[config.mk]
export PLATFORM = sky130hd
export DESIGN_NAME = inst_mem_ctrl
export DESIGN_NICKNAME = d
export VERILOG_FILES = /design/src/rtl/inst_mem_ctrl_pkg.sv /design/src/rtl/inst_mem_ctrl_rr_arb2.sv /design/src/rtl/inst_mem_ctrl.sv
export SDC_FILE = /design/constraint.sdc
export NUM_CORES = 1
export LEC_CHECK = 0
export ABC_AREA = 1
export BUFFER_PORTS_ARGS = -buffer_cell sky130_fd_sc_hd__buf_2
export CAP_MARGIN = 15
export CORE_UTILIZATION = 43
export CTS_CLUSTER_SIZE = 30
export DETAILED_ROUTE_END_ITERATION = 16
export PLACE_DENSITY = 0.8
export REMOVE_ABC_BUFFERS = 1
export SLEW_MARGIN = 30
export SYNTH_ARGS = -nofsm -noshare
export SYNTH_HDL_FRONTEND = slang
export SYNTH_HIERARCHICAL = 1
export SYNTH_SLANG_ARGS = --single-unit
[constraint.sdc]
create_clock -name clk -period 1.75 [get_ports clk]
set_input_delay 0.0875 -clock clk [delete_from_list [all_inputs] [get_ports clk]]
set_output_delay 0.0875 -clock clk [all_outputs]
set_load 0.01 [all_outputs]
[src/rtl/inst_mem_ctrl_pkg.sv]
// inst_mem_ctrl_pkg: shared constants, FSM/grant encodings and byte-swap helper for the instruction memory controller
package inst_mem_ctrl_pkg;
  localparam logic [31:0] ZeroWord = 32'h0000_0000;
  localparam logic ChipEnable = 1'b1;
  localparam logic ChipDisable = 1'b0;
  localparam int InstAddrBus = 32;
  localparam int InstBus = 32;
  localparam logic [1:0] MemCtrlIdle = 2'd0;
  localparam logic [1:0] MemCtrlIssue = 2'd1;
  localparam logic [1:0] MemCtrlWait = 2'd2;
  localparam logic [1:0] MemCtrlDone = 2'd3;
  localparam logic GrantFetch = 1'b0;
  localparam logic GrantLoader = 1'b1;
  function automatic logic [InstBus-1:0] bswap(input logic [InstBus-1:0] w);
    return {w[7:0], w[15:8], w[23:16], w[31:24]};
  endfunction
endpackage

[src/rtl/inst_mem_ctrl_rr_arb2.sv]
// rr_arb2: two-way round-robin arbiter; bit 0 is fetch, bit 1 is loader
module rr_arb2
  import inst_mem_ctrl_pkg::*;
(
  input  logic       clk,
  input  logic       rst,
  input  logic [1:0] req,
  input  logic       advance,
  output logic [1:0] gnt,
  output logic       last_grant
);
  always_comb begin
    gnt[0] = req[0] & (~req[1] | (last_grant == GrantLoader));
    gnt[1] = req[1] & (~req[0] | (last_grant == GrantFetch));
  end
  always_ff @(posedge clk)
    if (rst) last_grant <= GrantLoader;
    else if (advance && |req) last_grant <= gnt[1] ? GrantLoader : GrantFetch;
endmodule

[src/rtl/inst_mem_ctrl.sv]
// inst_mem_ctrl: round-robin sequencer sharing the instruction memory between fetch and loader
// INST_BYTE_SWAP_EN: byte-swap fetched instructions and loader write data
module inst_mem_ctrl
  import inst_mem_ctrl_pkg::*;
#(
  parameter int MEM_LATENCY = 1,
  parameter int MEM_AW = 10
) (
  input  logic                   clk,
  input  logic                   rst,
  input  logic                   if_req,
  input  logic [InstAddrBus-1:0] if_addr,
  input  logic                   if_flush,
  output logic                   if_ack,
  output logic [InstBus-1:0]     if_inst,
  output logic                   stallreq,
  input  logic                   ld_req,
  input  logic [InstAddrBus-1:0] ld_addr,
  input  logic [InstBus-1:0]     ld_wdata,
  output logic                   ld_ack,
  output logic                   mem_ce,
  output logic                   mem_we,
  output logic [MEM_AW-1:0]      mem_addr,
  output logic [InstBus-1:0]     mem_wdata,
  input  logic [InstBus-1:0]     mem_rdata
);
  logic [1:0] state;
  logic [2:0] cnt;
  logic grant_ld, kill, last_grant;
  logic [1:0] gnt;
  logic [InstBus-1:0] ld_word, rd_word;
  logic unused;
  assign unused = ^{if_addr[1:0], if_addr[InstAddrBus-1:MEM_AW+2], ld_addr[1:0], ld_addr[InstAddrBus-1:MEM_AW+2], last_grant};
`ifdef INST_BYTE_SWAP_EN
  assign ld_word = bswap(ld_wdata);
  assign rd_word = bswap(mem_rdata);
`else
  assign ld_word = ld_wdata;
  assign rd_word = mem_rdata;
`endif
  assign stallreq = if_req & ~if_ack;
  rr_arb2 u_arb (
    .clk(clk),
    .rst(rst),
    .req({ld_req, if_req}),
    .advance(state == MemCtrlIdle),
    .gnt(gnt),
    .last_grant(last_grant)
  );
  // a flush in the final WAIT cycle must still suppress the registered ack
  always_ff @(posedge clk) begin
    if (rst) begin
      state <= MemCtrlIdle;
      cnt <= '0;
      grant_ld <= GrantFetch;
      kill <= 1'b0;
      mem_ce <= ChipDisable;
      mem_we <= 1'b0;
      mem_addr <= '0;
      mem_wdata <= ZeroWord;
      if_inst <= ZeroWord;
      if_ack <= 1'b0;
      ld_ack <= 1'b0;
    end else begin
      mem_ce <= ChipDisable;
      mem_we <= 1'b0;
      if_ack <= 1'b0;
      ld_ack <= 1'b0;
      if (if_flush && !grant_ld && state != MemCtrlIdle) kill <= 1'b1;
      case (state)
        MemCtrlIdle:
          if (|gnt) begin
            grant_ld <= gnt[1];
            mem_addr <= gnt[1] ? ld_addr[MEM_AW+1:2] : if_addr[MEM_AW+1:2];
            if (gnt[1]) mem_wdata <= ld_word;
            mem_ce <= ChipEnable;
            mem_we <= gnt[1];
            kill <= gnt[0] & if_flush;
            state <= MemCtrlIssue;
          end
        MemCtrlIssue: begin
          cnt <= 3'(MEM_LATENCY);
          state <= MemCtrlWait;
        end
        MemCtrlWait: begin
          cnt <= cnt - 3'd1;
          if (cnt == 3'd1) begin
            state <= MemCtrlDone;
            ld_ack <= grant_ld;
            if_ack <= ~grant_ld & ~(kill | if_flush);
            if (!grant_ld && !(kill || if_flush)) if_inst <= rd_word;
          end
        end
        default: begin
          state <= MemCtrlIdle;
          kill <= 1'b0;
        end
      endcase
    end
  end
endmodule

==> flow_summary.json, run 1 <==
{
  "die_h_um": 91.88,
  "tightest_slew_ns": 0.2742,
  "drv_slew": 0,
  "sw_frac_of_total": 0.3312,
  "max_freq_mhz": 635.4,
  "arrival_ns": 1.81,
  "r2r-end": "if_inst[19]",
  "ys.warnings.count": 6,
  "port_buffers": 167,
  "grt_usage": 0.2002,
  "dp.final_hpwl_mm": 5.950,
  "crit_type": "reg2reg",
  "drt_first_pass_iters": 5,
  "switchingPower_mw": 2.006,
  "end_kind": "flop",
  "tns_ns": 0,
  "clockBufferDepth": 2,
  "synth_area_leaders": "dfxtp_1 50%, nor2_1 17%, nand2_1 9.8%",
  "rsz0062_at_grt": "no",
  "ant_nets": 0,
  "netlist.top_cell.by_area": "dfxtp_1",
  "status": "finished clean",
  "die_area_um2": 8441,
  "cts_buffers": 9,
  "crit_path_max_fanout": 64,
  "wirelength_mm": 8.444,
  "grt_max_degree": 65,
  "cts_num_sinks": 86,
  "vias": 3575,
  "grt-ovfl-total": 0,
  "leakage_nw": 2.565,
  "start_util": 0.4472,
  "ir_worst_vdd_uv": 573.5,
  "syn_area_um2": 3473,
  "whs_ns": 0.01159,
  "globalplace.congestion": 0.7951,
  "p_comb_frac": 0.315,
  "relSlewSlack": 0.8153,
  "max_stage_delay_ns": 0.32,
  "io_pins": 212,
  "clockRootBuffer": "clkbuf_8",
  "p_seq_frac": 0.415,
  "clock_skew_ns": 0.01388,
  "pre_cts_ws_ns": 0.1419,
  "path_cells": "inv_1 > ha_1 > nand3_2 > nor2_8 > buf_12 > nand2_1 > nand2_1 > nor2_1",
  "setup_ws_ns": 0.1762,
  "syn_area_per_cell_um2": 7.031,
  "hp-start": "ld_wdata[0]",
  "synth_seq_area_share": 0.4957,
  "post_drt_wl_per_cell_um": 10.84,
  "holdPathStages": 3,
  "drc": 0,
  "drt_iter0_drc": 77,
  "finalSetupViolations": 0,
  "crit_path_frequent_cell": "nand2_1",
  "required_ns": 1.98,
  "max-cap-violations": 0,
  "layout_common_cells": "167 x buf_2, 157 x nor2_1, 90 x nand2_1, 86 x dfxtp_1, 56 x inv_1",
  "final_common_cell": "buf_2",
  "grt_pass1_wl_mm": 13.68,
  "intPower_mw": 4.051,
  "powerDensity_nw_per_um2": 1266,
  "antenna_found_initial": 0,
  "r2r_slack_ns": 0.18,
  "synth_top_area_frac": 0.4957,
  "holdPathEnd": "mem_wdata[0]",
  "hp-class": "in2reg",
  "post_cts_buffers": 0,
  "clk_pin_slew_ns": 0.09,
  "cts_tree": "built",
  "fin_nets": 810,
  "total_power_mw": 6.057,
  "antennaDiodeCount": 0,
  "viasPerCell": 4.589,
  "syn_inst": 494,
  "clockPowerShare": 0.270,
  "period_minus_slack_ns": 1.574,
  "drive_gt1_frac": 0.2880,
  "synth_cell_types": 21,
  "fin_crit_sh": 0.8993,
  "grt_pass1_vias": 3224,
  "insertion_delay_ns": 0.34,
  "finalHoldViolCount": 0,
  "critPathSlowestCell": "dfxtp_1",
  "r2r_cells": 8,
  "num_rows": 32,
  "r2r_start": "state[0]",
  "fp.dieW_um": 91.88,
  "synth_seq_cells": 86,
  "htree_levels": 3,
  "core_area_um2": 7767,
  "start_kind": "flop",
  "syn_to_final_growth_pct": 37.72
}
## synth_stat cells
master and count:
dfxtp_1 86, buf_2 7, nor3_1 2, nor2_1 157, a21boi_0 1, inv_1 58, a21boi_1 1, nand2_1 91
ha_1 5, nor2_8 1, o21ai_0 55, buf_1 1, o22ai_1 1, or2_2 1, a31oi_1 1, nand3_1 4
clkbuf_1 10, a211oi_1 1, nand3_2 1, a21oi_1 4, buf_6 6
## metrics by stage
| step | instance area, um2 | utilization | std cells |
|---|---|---|---|
| global route | 4783 | 0.6158 | 779 |
| detailed placement | 4378 | 0.5636 | 747 |
| global placement | 4378 | 0.5636 | 747 |
| floorplan | 3329 | - | 470 |
| CTS | 4777 | 0.6150 | 779 |
| finish | 4783 | 0.6158 | 779 |
## area by class of cell
cell class | count | area (um2)
sequential | 86 | 1722
clock inverter | 5 | 107.6
timing repair buffer | 191 | 1081
tap | 102 | 127.6
fill | 757 | 2984
inverter | 58 | 221.5
multi-input combinational | 326 | 1393
clock buffer | 11 | 131.4
## worst max-delay path by stage
stage | start | endpoint | cells past startpoint
detailed placement | state[0] | mem_wdata[15] | 6
global route | state[0] | mem_addr[6] | 7
CTS | state[0] | mem_wdata[15] | 6
floorplan | u_arb/last_grant | mem_wdata[0] | 5
global placement | state[0] | mem_wdata[15] | 6
finish | state[0] | if_inst[19] | 8
## registers in the layout, summed over array words and instances, names as in the netlist
signal	count
grant_ld	1
ld_ack	1
mem_wdata	32
mem_ce	1
kill	1
mem_addr	10
if_inst	32
if_ack	1
mem_we	1
cnt	3
u_arb/last_grant	1
state	2
## what timing repair did
item                                    in CTS  in global routing
endpoints found under the hold margin       16                  0
resized for setup                            0                  2
endpoints found under the setup margin       0                  9
hold buffers                                16                  0
## worst max-delay path, delay by kind of cell (launching register included)
kind                     cells  cell delay [ns]
adder cells (fa/ha/maj)      1             0.26
flip-flops                   1             0.32
AND/OR/NAND/NOR              5             0.53
buffers and inverters        2             0.34
## cells by family after synthesis
logic type | Yosys count | share of synthesized area
AOI/OAI and AO/OA | 64 | 0.09510
adders and majority gates | 5 | 0.01801
DFF | 86 | 0.4957
and+or+nand+nor | 257 | 0.2871
buffers and inverters | 82 | 0.1041
## metal layers
metal	part of all wire	vias to the layer above	GRT usage
met2	0.49	109	0.3663
met1	0.44	1601	0.2216
met5	0	-	0
li1	-	1848	-
met3	0.047	17	0.03648
met4	0.022	0	0.09635
## power by group through the flow
stage | Clock (mW) | Combinational, mW | Sequential, mW
2_1_floorplan | 0 | 1.00 | 2.69
3_3_place_gp | 0 | 1.79 | 2.54
3_5_place_dp | 0 | 1.86 | 2.56
4_1_cts | 1.68 | 1.89 | 2.52
5_1_grt | 1.75 | 2.15 | 2.56
6_report | 1.64 | 1.91 | 2.52
Note: power is estimated with default switching activity, not from simulation.
==> inputs of run 2 (changes only) <==
Settings changed: PLACE_DENSITY 0.8 to 0.86.
==> run 2 against run 1 <==
  * Core utilization decreased by 0.21 points
  * Flip-flop and latch count did not move
  * Cell area is 0.34% lower
  * Non-clock buffer count is 1 higher
  * Wire length increased by 2.4%
  * Sequential share of layout area is 0.12 points higher
  * First-iteration DRC count rose by 21%
  * Critical path type unchanged
  * Setup slack got worse by 0.012 ns
  * Via count is 0.22% higher
  * Cell count increased by 0.13%
  * Fmax fell by 0.74%
==> flow_summary.json, run 2 (same netlist as run 1, synthesis figures left out) <==
{
  "leakage_nw": 2.570,
  "tns_ns": 0,
  "die_h_um": 91.88,
  "powerDensity_nw_per_um2": 1246,
  "startpoint": "state[0]",
  "core_area_um2": 7767,
  "antennaDiodeCount": 0,
  "required_ns": 1.98,
  "dp_cells": 749,
  "rsz0062_at_grt": "no",
  "fp.dieW_um": 91.88,
  "r2r-end": "if_inst[1]",
  "vias": 3583,
  "layout.cells.non_filler": 780,
  "clockRootBuffer": "clkbuf_8",
  "globalplace.congestion": 0.7661,
  "clockBufferDepth": 2,
  "r2r_start": "state[0]",
  "max_freq_mhz": 630.7,
  "finalSetupViolations": 0,
  "grt_usage": 0.2073,
  "arrival_ns": 1.82,
  "cts_buffers": 9,
  "crit_type": "reg2reg",
  "dp.final_hpwl_mm": 6.176,
  "grt_pass1_vias": 3385,
  "drive_gt1_frac": 0.2891,
  "layout_common_cells": "167 x buf_2, 157 x nor2_1, 91 x nand2_1, 86 x dfxtp_1, 57 x inv_1",
  "num_rows": 32,
  "crit_path_max_fanout": 30,
  "cts_tree": "built",
  "cts_num_sinks": 86,
  "clock_skew_ns": 0.009797,
  "grt_max_degree": 36,
  "drt_first_pass_iters": 4,
  "grt-ovfl-total": 0,
  "critPathSlowestCell": "dfxtp_1",
  "tightest_slew_ns": 0.3562,
  "post_drt_wl_per_cell_um": 11.08,
  "insertion_delay_ns": 0.34,
  "crit_path_frequent_cell": "nand2_1",
  "fillers": 726,
  "drt_iter0_drc": 93,
  "max_stage_delay_ns": 0.32,
  "drc": 0,
  "final_common_cell": "buf_2",
  "end_kind": "flop",
  "finalHoldViolCount": 0,
  "grt_pass1_wl_mm": 14.09,
  "largestRegisters": "if_inst x32, mem_wdata x32, mem_addr x10",
  "start_kind": "flop",
  "status": "finished clean",
  "port_buffers": 167,
  "r2r_slack_ns": 0.16,
  "postCtsResizedCells": 0,
  "antenna_found_initial": 0,
  "relSlewSlack": 0.7623,
  "htree_levels": 3,
  "die_area_um2": 8441,
  "start_util": 0.4472,
  "fin_nets": 811,
  "critPathCapture": "if_inst[1]",
  "wirelength_mm": 8.644,
  "io_pins": 212,
  "max-cap-violations": 0,
  "r2r_cells": 8,
  "clk_pin_slew_ns": 0.09,
  "hp-class": "in2reg",
  "period_minus_slack_ns": 1.586,
  "ant_nets": 0,
  "total_power_mw": 5.940,
  "viasPerCell": 4.594,
  "path_cells": "inv_1 > ha_1 > nand3_2 > nor2_8 > buf_12 > nand2_1 > nand2_1 > nor2_1",
  "ir_worst_vdd_uv": 715.4,
  "drv_slew": 0,
  "syn_to_final_growth_pct": 37.25,
  "fin_crit_sh": 0.9060
}
run 2: changes by cell type in the layout (fill, tap and decap cells not counted), sizes merged:
cell         previous run  this run
clkinv                  2         3
bufinv                  3         2
clkinvlp                1         0
buf                   175       177
inv                    57        58
dlygate4sd3            16        15
run 2: worst min-delay path by stage:
| stage | from | to | slack, ns | cells after the start |
|---|---|---|---|---|
| floorplan | rst | mem_ce | 0.16 | 1 |
| global placement | ld_wdata[23] | mem_wdata[23] | 0.34 | 3 |
| global route | ld_wdata[17] | mem_wdata[17] | 0.01 | 3 |
| finish | ld_wdata[1] | mem_wdata[1] | 0.009 | 3 |
| CTS | ld_wdata[5] | mem_wdata[5] | 0.001 | 3 |
| detailed placement | ld_wdata[23] | mem_wdata[23] | 0.34 | 3 |
run 2: cell type report:
class / count / area [um2] / share of cell area
Tap cell: 102 / 127.6 / 0.02677
Clock buffer: 11 / 141.4 / 0.02966
Clock inverter: 5 / 82.58 / 0.01732
Timing Repair Buffer: 192 / 1086 / 0.2278
Sequential cell: 86 / 1722 / 0.3612
Multi-Input combinational cell: 326 / 1390 / 0.2916
Inverter: 58 / 217.7 / 0.04567
run 2: repair_timing:
action	CTS	global route
hold endpoints to repair	15	0
hold buffers	15	0
setup buffers	0	0
run 2: power by group:
group,switching [mW],leakage (nW),total (mW),internal (mW)
combinational,1.13,1.75,1.89,0.759
sequential,0.183,0.703,2.52,2.33
clock,0.687,0.113,1.53,0.847
run 2: per-stage QoR:
step                      utilization  hold WS (ns)  cell area, um2  worst slack, ns
final                          0.6137      0.008823            4767           0.1645
after global routing           0.6137       0.01009            4767          0.02167
after CTS                      0.6137      0.001109            4767           0.1527
after detailed placement       0.5656        0.3442            4393           0.1709
after global placement         0.5656        0.3353            4393           0.2161
after floorplan                     -        0.1599            3329           -1.357
run 2: per-layer routing:
metal / global-route usage / vias up / wire length, um
met4: 0.09245 / 0 / 202
met2: 0.3806 / 116 / 4438
met3: 0.04892 / 21 / 484
met1: 0.2244 / 1600 / 3519
met5: 0 / - / 0
li1: - / 1846 / -
run 2: worst max-delay path: cells and delay by family, from the launching register on:
| family | cells | cell delay, ns |
|---|---|---|
| simple gates | 5 | 0.60 |
| fa+ha+maj | 1 | 0.26 |
| buf+inv | 2 | 0.30 |
| flops | 1 | 0.32 |
==> inputs of run 3 (changes only) <==
Settings changed: CORE_UTILIZATION 43 to 44, CTS_BUF_LIST set to sky130_fd_sc_hd__clkbuf_8, PLACE_DENSITY 0.86 to 0.88.
==> run 3 against run 2 <==
  * Core utilization is 1.2 points higher
  * Cell area increased by 0.87%
  * Global-route usage up 0.91 points
  * Clock power fell by 16%
  * Power down 3.4%
  * Fmax grew 0.34%
  * Largest cell class unchanged
  * Largest power group unchanged
  * Highest routed layer unchanged
==> flow_summary.json, run 3 (same netlist as run 1, synthesis figures left out) <==
{
  "powerDensity_nw_per_um2": 1193,
  "clk_pin_slew_ns": 0.09,
  "relSlewSlack": 0.7468,
  "grt_pass1_vias": 3401,
  "rsz0062_at_grt": "no",
  "drive_gt1_frac": 0.2909,
  "viasPerCell": 4.533,
  "antennaDiodeCount": 0,
  "largestRegisters": "if_inst x32, mem_wdata x32, mem_addr x10",
  "end_kind": "flop",
  "fin_crit_sh": 0.9030,
  "die_h_um": 90.85,
  "final_common_cell": "buf_2",
  "clockBufferDepth": 2,
  "drc": 0,
  "insertion_delay_ns": 0.35,
  "htree_levels": 3,
  "grt_usage": 0.2164,
  "post_cts_buffers": 0,
  "status": "finished clean",
  "cts_tree": "built",
  "total_power_mw": 5.737,
  "grt_pass1_wl_mm": 14.54,
  "tns_ns": 0,
  "globalplace.congestion": 0.8194,
  "vias": 3563,
  "ir_worst_vdd_uv": 579.3,
  "hp-class": "in2reg",
  "leakage_nw": 2.566,
  "num_rows": 32,
  "drt_first_pass_iters": 4,
  "antenna_found_initial": 0,
  "top_layer_used": "met4",
  "design_area_um2": 4808,
  "finalHoldViolCount": 0,
  "grt-ovfl-total": 0,
  "start_util": 0.4518,
  "fp.dieW_um": 90.85,
  "ant_nets": 0,
  "drv_slew": 0,
  "port_buffers": 167,
  "max_freq_mhz": 632.8,
  "grt_max_degree": 42,
  "tightest_slew_ns": 0.3793,
  "whs_ns": 0.02187,
  "fin_nets": 817,
  "io_pins": 212,
  "layout.cells.non_filler": 786,
  "max-cap-violations": 0,
  "cts_num_sinks": 86,
  "wl_met3_um": 414,
  "cts_buffers": 9,
  "dp.final_hpwl_mm": 6.088,
  "post_drt_wl_per_cell_um": 10.92,
  "arrival_ns": 1.86,
  "period_minus_slack_ns": 1.580,
  "required_ns": 2.03,
  "drt_iter0_drc": 83,
  "syn_to_final_growth_pct": 38.44,
  "clockRootBuffer": "clkbuf_8",
  "dp_cells": 749,
  "post_dp_cell_area_um2": 4405,
  "start_kind": "flop",
  "pre_cts_ws_ns": 0.1008,
  "finalSetupViolations": 0,
  "die_area_um2": 8253,
  "core_area_um2": 7687,
  "crit_path_max_fanout": 26,
  "m1WireLength_mm": 3.573,
  "layout_common_cells": "167 x buf_2, 157 x nor2_1, 90 x nand2_1, 86 x dfxtp_1, 56 x inv_1",
  "crit_type": "reg2reg",
  "wirelength_mm": 8.581,
  "setup_ws_ns": 0.1698,
  "final_util": 0.6255,
  "met2_length_mm": 4.370,
  "clock_skew_ns": 0.01089
}
## run 3: power by group
part           total, mW  switching, mW  internal [mW]
combinational       1.93           1.14          0.783
sequential          2.53          0.197           2.33
clock               1.28          0.718          0.562
total               5.74           2.06           3.68
## run 3: worst paths after layout
kind | slack [ns] | startpoint | to | depth (start not counted)
max | 0.17 | state[1] | mem_wdata[16] | 7
min | 0.02 | ld_wdata[9] | mem_wdata[9] | 3
max reg2reg | 0.17 | state[1] | mem_wdata[16] | 7
min reg2reg | 0.48 | mem_wdata[7] | mem_wdata[7] | 2
## run 3: layout make-up
cell class                 count  area (um2)
timing repair buffer         198        1162
clock inverter                 6       45.04
sequential                    86        1722
fill                         704        2879
multi-input combinational    326        1393
tap                          102       127.6
clock buffer                  10       137.6
inverter                      58       221.5
## run 3: worst max-delay path: stages, from the launching register on
cell and delay, ns:
dfxtp_1 0.41, inv_1 0.06, ha_1 0.20, nand2_1 0.15, buf_4 0.18, buf_4 0.25, o21ai_0 0.13, nor2_1 0.13
## run 3: per-layer routing
layer / vias up / global-route usage
met5: - / 0
met4: 0 / 0.1085
met3: 21 / 0.04040
met2: 116 / 0.4015
met1: 1569 / 0.2327
li1: 1857 / -
## run 3: timing repair
item	CTS	global route
hold buffers	21	0
endpoints found under the hold margin	21	0
setup endpoints to repair	0	9
resized for setup	0	3
